**config.mk**
```make
export PLATFORM = sky130hd
export DESIGN_NAME = load_store_unit
export DESIGN_NICKNAME = d
export VERILOG_FILES = /design/src/rtl/load_store_unit.sv
export SDC_FILE = /design/constraint.sdc
export NUM_CORES = 1
export LEC_CHECK = 0
export ABC_AREA = 0
export CELL_PAD_IN_SITES_DETAIL_PLACEMENT = 0
export CELL_PAD_IN_SITES_GLOBAL_PLACEMENT = 1
export CORE_AREA = 8 8 140 142
export DETAILED_ROUTE_END_ITERATION = 10
export DIE_AREA = 0 0 148 150
export PLACE_DENSITY_LB_ADDON = 0.1
export RECOVER_POWER = 50
export SYNTH_ARGS = -nofsm -noshare
export SYNTH_HDL_FRONTEND = slang
export SYNTH_SLANG_ARGS = --single-unit
```
**constraint.sdc**
```tcl
create_clock -name clk -period 4.9 [get_ports clk]
set_input_delay 1.225 -clock clk [delete_from_list [all_inputs] [get_ports clk]]
set_output_delay 1.225 -clock clk [all_outputs]
set_load 0.01 [all_outputs]
```
**src/rtl/load_store_unit.sv**
```systemverilog
// rtl/load_store_unit.sv - RV32I load/store lane handling and sub-word RMW in front of a word-only data memory.
// Optional misaligned-access trap is enabled by defining MISALIGN_TRAP_EN.
module load_store_unit #(
    parameter int DATA_WIDTH    = 32,
    parameter int ADDRESS_WIDTH = 30
) (
    input  logic                     clk,
    input  logic                     rstN,
    input  logic                     req_valid,
    output logic                     req_ready,
    input  logic                     is_store,
    input  logic [2:0]               funct3,
    input  logic [31:0]              addr,
    input  logic [DATA_WIDTH-1:0]    wdata,
    output logic [DATA_WIDTH-1:0]    rdata,
    output logic                     rdata_valid,
    output logic                     store_done,
    output logic                     misaligned,
    output logic                     mem_read_En,
    output logic                     mem_write_En,
    output logic [ADDRESS_WIDTH-1:0] mem_address,
    output logic [DATA_WIDTH-1:0]    mem_data_in,
    input  logic [DATA_WIDTH-1:0]    mem_data_out
);

    typedef enum logic [1:0] {
        IDLE,
        LOAD_WAIT,
        RMW_WAIT,
        RMW_WRITE
    } state_t;

    state_t                   state;
    logic [1:0]               lat_off;
    logic [2:0]               lat_f3;
    logic [15:0]              lat_wdata;
    logic [ADDRESS_WIDTH-1:0] lat_word_addr;
    logic [31:0]              merged;

    logic accept;
    logic is_word;
    logic is_half;
    logic misaligned_req;
    logic go;

    // funct3[1] set means a word access (covers 010 and the 011 alias).
    function automatic logic [31:0] load_extend(input logic [31:0] word,
                                                input logic [1:0]  off,
                                                input logic [2:0]  f3);
        logic [7:0]  b;
        logic [15:0] h;
        case (off)
            2'd0:    b = word[7:0];
            2'd1:    b = word[15:8];
            2'd2:    b = word[23:16];
            default: b = word[31:24];
        endcase
        h = off[1] ? word[31:16] : word[15:0];
        if (f3[1])
            load_extend = word;
        else if (f3[0])
            load_extend = f3[2] ? {16'h0000, h} : {{16{h[15]}}, h};
        else
            load_extend = f3[2] ? {24'h000000, b} : {{24{b[7]}}, b};
    endfunction

    function automatic logic [31:0] store_merge(input logic [31:0] word,
                                                input logic [1:0]  off,
                                                input logic        half,
                                                input logic [15:0] wd);
        logic [31:0] m;
        m = word;
        if (half) begin
            if (off[1]) m[31:16] = wd;
            else        m[15:0]  = wd;
        end else begin
            case (off)
                2'd0:    m[7:0]   = wd[7:0];
                2'd1:    m[15:8]  = wd[7:0];
                2'd2:    m[23:16] = wd[7:0];
                default: m[31:24] = wd[7:0];
            endcase
        end
        store_merge = m;
    endfunction

    assign req_ready = (state == IDLE);
    assign accept    = req_valid && (state == IDLE);
    assign is_word   = funct3[1];
    assign is_half   = (funct3[1:0] == 2'b01);

`ifdef MISALIGN_TRAP_EN
    assign misaligned_req = (is_half && addr[0]) || (is_word && (addr[1:0] != 2'b00));
`else
    assign misaligned_req = 1'b0;
`endif

    assign go = accept && !misaligned_req;

    // The request cycle drives memory straight from the inputs to save a cycle.
    always_comb begin
        misaligned   = accept && misaligned_req;
        mem_read_En  = 1'b0;
        mem_write_En = 1'b0;
        mem_address  = '0;
        mem_data_in  = '0;
        store_done   = 1'b0;
        case (state)
            IDLE: begin
                if (go) begin
                    mem_address = addr[ADDRESS_WIDTH+1:2];
                    if (is_store && is_word) begin
                        mem_write_En = 1'b1;
                        mem_data_in  = wdata;
                        store_done   = 1'b1;
                    end else begin
                        mem_read_En = 1'b1;
                    end
                end
            end
            RMW_WRITE: begin
                mem_write_En = 1'b1;
                mem_address  = lat_word_addr;
                mem_data_in  = merged;
                store_done   = 1'b1;
            end
            default: ;
        endcase
    end

    always_ff @(posedge clk or negedge rstN) begin
        if (!rstN) begin
            state         <= IDLE;
            rdata         <= '0;
            rdata_valid   <= 1'b0;
            lat_off       <= '0;
            lat_f3        <= '0;
            lat_wdata     <= '0;
            lat_word_addr <= '0;
            merged        <= '0;
        end else begin
            rdata_valid <= 1'b0;
            case (state)
                IDLE: begin
                    if (go) begin
                        lat_off       <= addr[1:0];
                        lat_f3        <= funct3;
                        lat_wdata     <= wdata[15:0];
                        lat_word_addr <= addr[ADDRESS_WIDTH+1:2];
                        if (!is_store)
                            state <= LOAD_WAIT;
                        else if (!is_word)
                            state <= RMW_WAIT;
                    end
                end
                LOAD_WAIT: begin
                    rdata       <= load_extend(mem_data_out, lat_off, lat_f3);
                    rdata_valid <= 1'b1;
                    state       <= IDLE;
                end
                RMW_WAIT: begin
                    merged <= store_merge(mem_data_out, lat_off, lat_f3[0], lat_wdata);
                    state  <= RMW_WRITE;
                end
                default: state <= IDLE;
            endcase
        end
    end

endmodule

```
== After elaboration in Yosys (flattened, before gate mapping) ==
Index checks and enable logic that the tools add are counted.
Storage, ports and cells
  register bits after elaboration: 118
  input bits: 103
  output and inout bits: 100
  word-level logic and storage cells: 51
Operators by class
  equal/unequal tests: 7
  muxes and demuxes: 29
  reductions and logical operators: 7
Operators with widths (number)
  2-to-1 mux 32 bit: 7
  one-hot mux 32 bit (2 select lines): 1
  one-hot mux 30 bit (2 select lines): 1
  2-to-1 mux 16 bit: 3
  2-to-1 mux 8 bit: 4
  2-to-1 mux 30 bit: 1
  one-hot mux 8 bit (3 select lines): 1
  == test 2 bit (second input constant): 3
  2-to-1 mux 1 bit: 6
  2-to-1 mux 2 bit: 3
  == test 2 x 1 -> 1 bit (second input constant): 2
  logical NOT 2 bit: 2
  one-hot mux 2 bit (2 select lines): 1
  AND reduction 2 bit: 2
  inequality test 3 bit (second input constant): 1
  OR reduction 3 bit: 1
  logical AND 1 bit: 2
  inequality test 2 x 1 -> 1 bit (second input constant): 1
  one-hot mux 1 bit (2 select lines): 1

== Depth between registers and ports, before layout ==
  depth in word-level cells: 5
  depth in mapped cells: 8
  depth with buffers taken out: 6

== Worst setup path after synthesis ==
OpenSTA, ideal clock, no wires.
  path type: input port to output port
  start point: input port req_valid
  end point: output port store_done
  arrival time: 2243 ps
  required time: 3675 ps
  slack: 1432 ps
  stages on the path: 6
  path buffers: 2
  cell sequence: nand2_1 nor2_1 buf_2 nor2_1 nor2_1 buf_4
On the way
  word-level cells in the longest chain between the ends: 3
Ends and longest elaborated chain
  start: declaration: RTL line 9  | input logic req_valid,
  logical AND 1 bit: RTL line 88  | assign accept = req_valid && (state == IDLE);
  2-to-1 mux 1 bit
  one-hot mux 1 bit (2 select lines)
  end: declaration: RTL line 17  | output logic store_done,
Every way passes these cells.

== Worst setup path in the final report ==
  start point: input port req_valid
  end point: output port mem_address[28]
On the way
  word-level cells in the longest chain between the ends: 3
Ends and longest elaborated chain
  logical AND 1 bit: RTL line 88
  2-to-1 mux 30 bit: RTL line 110  | if (go) begin
  one-hot mux 30 bit (2 select lines): RTL line 108  | case (state)
  end: declaration: RTL line 21  | output logic [ADDRESS_WIDTH-1:0] mem_address,
Every way passes these cells.

==> run_results.csv <==
group,metric,value,unit
timing,fin_worst_skew,0.00808,ns
synth,synth_area,6130,um2
synth,netlist_instances,754,
critical_path,crit_buf_inv,2,
route,via_count,6002,
power_and_ir_drop,fin_total_pwr,5.94,mW
floorplan,fp.coreArea,17500,um2
cells_and_area,num-fill-cells,1720,
route,drc,0,
placed_design,dpl-instance-area,8270,um2
clock_network,post_cts_buffers,0,
synth,synth_edf_count,0,
status,status,"finished, violations left",
critical_path,crit_slowest_cell,"dlygate4sd3_1",
critical_path,critPathMaxStageDelay,0.61,ns
synth,synthArstFlopShare,1.00,
synth,yosysWarnings,0,
clock_network,root_buffer,"clkbuf_16",
critical_path,cp-start-kind,"input port",
global_route,grt_pass1_vias,6117,
clock_network,cts_hold_repair.buffers,0,
clock_network,htree_num_levels,4,
clock_network,cts_resized,0,
global_route,grt_pass1_wl,34600,um
timing,final_max_slew_viol_count,113,
timing,worst_pin_slew,2.61,ns
placed_design,place_congestion,0.853,
cells_and_area,num-nets-final,1032,
floorplan,io-pin-count,203,
critical_path,worstSetupPathType,"input port to output pin",
timing,rsz0062_at_grt,"false",
route,wl_per_cell,18.9,um
route,drt_iter0_markers,404,
synth,yosysMostFrequentCell,"nand2_1",
route,routed_wl,22100,um
cells_and_area,diodes,0,
job,max_cap_viol_count,2,
clock_network,cts_made_buffers,17,
synth,synth_seq_cells,118,
global_route,gr-total-overflow,0,
floorplan,rows,49,
critical_path,arrival,3.36,ns
synth,synth_top_cell_area_share,0.481,
timing,setup_viol,0,
cells_and_area,layout-drive-gt1-share,0.0544,
clock_network,clock_sinks,118,
synth,synthTopCellsByCount,"233 x nand2_1, 118 x dfrtp_1, 69 x nor2_1, 62 x a21oi_1, 42 x o21ai_0",
cells_and_area,syn_to_final_growth,44.2,%
cells_and_area,fin_util,0.504,
global_route,grt_max_degree,67,
synth,synthTopCellsByArea,"dfrtp_1 48%, nand2_1 14%, a21oi_1 5.1%",
synth,ys_types,36,
placed_design,port_buffers,201,
hold_path,min_from,"lat_word_addr[23]",
timing,fmax,218,MHz
synth,avgSynthCellArea,8.14,um2
placed_design,place_hpwl,15900,um
critical_path,r2r_start,"state[1]",
critical_path,path_delay_family,"buffers and inverters",
route,viasPerCell,5.14,
critical_path,crit_chain,"dlygate4sd3_1, and2_2, nand2_1, a21oi_1, clkdlybuf4s50_1",
global_route,antenna_found_initial,0,
floorplan,die_area,22200,um2
route,drtAntennaViolNets,0,
synth,synthesis.nets,861,
critical_path,cp.required,3.67,ns
floorplan,dieHeight,150,um
route,firstDrtPassIters,6,
critical_path,crit_start,"req_valid",
floorplan,initial_utilization,0.350,
clock_network,insertion_delay,0.42,ns
clock_network,cts_tree,"yes",
critical_path,endpoint_kind,"output pin",
power_and_ir_drop,p_per_area,671,nW/um2
timing,finalSetupTns,0,ns
clock_network,clkSlewWorstSetupHoldPaths,0.06,ns
timing,layout_min_cycle_time,4.58,ns
critical_path,crit_fanout,31,
floorplan,die_w,148,um
synth,synth_flop_cell,"dfrtp_1",
clock_network,clk_path_buf_depth,2,
power_and_ir_drop,vdd_drop_max,0.382,mV
timing,period_share,0.935,
synth,ys_seq_area_frac,0.481,
timing,slew_headroom,-0.743,
timing,hold_violations,0,
hold_path,hold_class,"flop to flop",
synth,synth_top_area_cell,"dfrtp_1",
power_and_ir_drop,power_leakage,3.85,nW
global_route,track_usage,0.200,
status,violations,"capacitance limit, slew limit",
cells_and_area,fin_area,8840,um2
[flip-flops by register name, indices dropped and copies added (netlist names)]
name,flops
merged,32
rdata,32
lat_word_addr,30
lat_wdata,16
lat_f3,3
lat_off,2
state,2
rdata_valid,1
[worst paths after layout]
kind	to	slack (ns)	cells after the start
min in group asynchronous	rdata[4]	1.62	1
max	mem_address[28]	0.32	5
min reg2reg	lat_word_addr[23]	0.47	2
min	lat_word_addr[23]	0.47	2
max reg2reg	rdata[19]	1.09	7
max in group asynchronous	rdata[16]	1.16	2
[through the flow]
step | hold WS [ns] | worst slack (ns) | std cells
2_1_floorplan | 0.446 | 1.43 | 754
3_3_place_gp | 0.458 | 0.433 | 1135
3_5_place_dp | 0.463 | 0.390 | 1135
4_1_cts | 0.478 | 0.363 | 1167
5_1_grt | 0.492 | 0.146 | 1167
6_report | 0.474 | 0.318 | 1167
[worst min-delay path: stages, from the launching register on]
cell and delay (ns):
dfrtp_1 0.34, nand2_1 0.05, nand2_1 0.05
[power breakdown]
part | total, mW | switching (mW) | internal [mW]
Sequential | 1.83 | 0.363 | 1.47
Clock | 1.26 | 0.456 | 0.806
Combinational | 2.84 | 1.60 | 1.24
Total | 5.94 | 2.42 | 3.52
[final cells by class]
class / count / area (um2) / area share
flip-flops and latches: 118 / 2950 / 0.334
inverters: 35 / 131 / 0.0149
clock inverters: 14 / 159 / 0.0180
clock buffers: 18 / 439 / 0.0497
repair buffers: 210 / 2060 / 0.233
multi-input cells: 543 / 2810 / 0.318
well taps: 229 / 287 / 0.0324
[kinds of logic after synthesis]
family | Yosys count | synth area share
AO/OA/AOI/OAI | 194 | 0.203
adder cells (fa/ha/maj) | 4 | 0.00816
multiplexers | 26 | 0.0428
other | 1 | 0.000611
flip-flops | 118 | 0.481
buffers and inverters | 93 | 0.0610
AND/OR/NAND/NOR | 318 | 0.203
[cells in the final DEF (no fill, tap or decap), types with 2 or more instances in the layout]
| cell | instances |
|---|---|
| a21o_1 | 8 |
| a21oi_1 | 62 |
| a22oi_1 | 33 |
| a2bb2oi_1 | 8 |
| buf_4 | 6 |
| bufinv_16 | 3 |
| clkbuf_1 | 2 |
| clkbuf_16 | 17 |
| clkbuf_2 | 2 |
| clkdlybuf4s50_1 | 196 |
| clkinv_2 | 6 |
| clkinvlp_4 | 4 |
| dfrtp_1 | 118 |
| dlygate4sd3_1 | 4 |
| ha_2 | 3 |
| inv_1 | 35 |
| mux2_2 | 2 |
| mux2i_1 | 24 |
| nand2_1 | 233 |
| nand2b_1 | 3 |
| nor2_1 | 69 |
| nor2b_1 | 2 |
| nor3b_1 | 6 |
| o21ai_0 | 42 |
| o221ai_1 | 16 |
| o22ai_1 | 6 |
| o2bb2ai_1 | 6 |
| o31ai_1 | 6 |
[layer usage]
| metal | vias to the layer above | global-route usage | share of wire |
|---|---|---|---|
| li1 | 2869 | - | - |
| met5 | - | 0 | 0 |
| met2 | 215 | 0.315 | 0.46 |
| met3 | 27 | 0.0544 | 0.068 |
| met4 | 0 | 0.0734 | 0.023 |
| met1 | 2891 | 0.258 | 0.45 |
No activity file was read; power rests on OpenSTA's default activity.
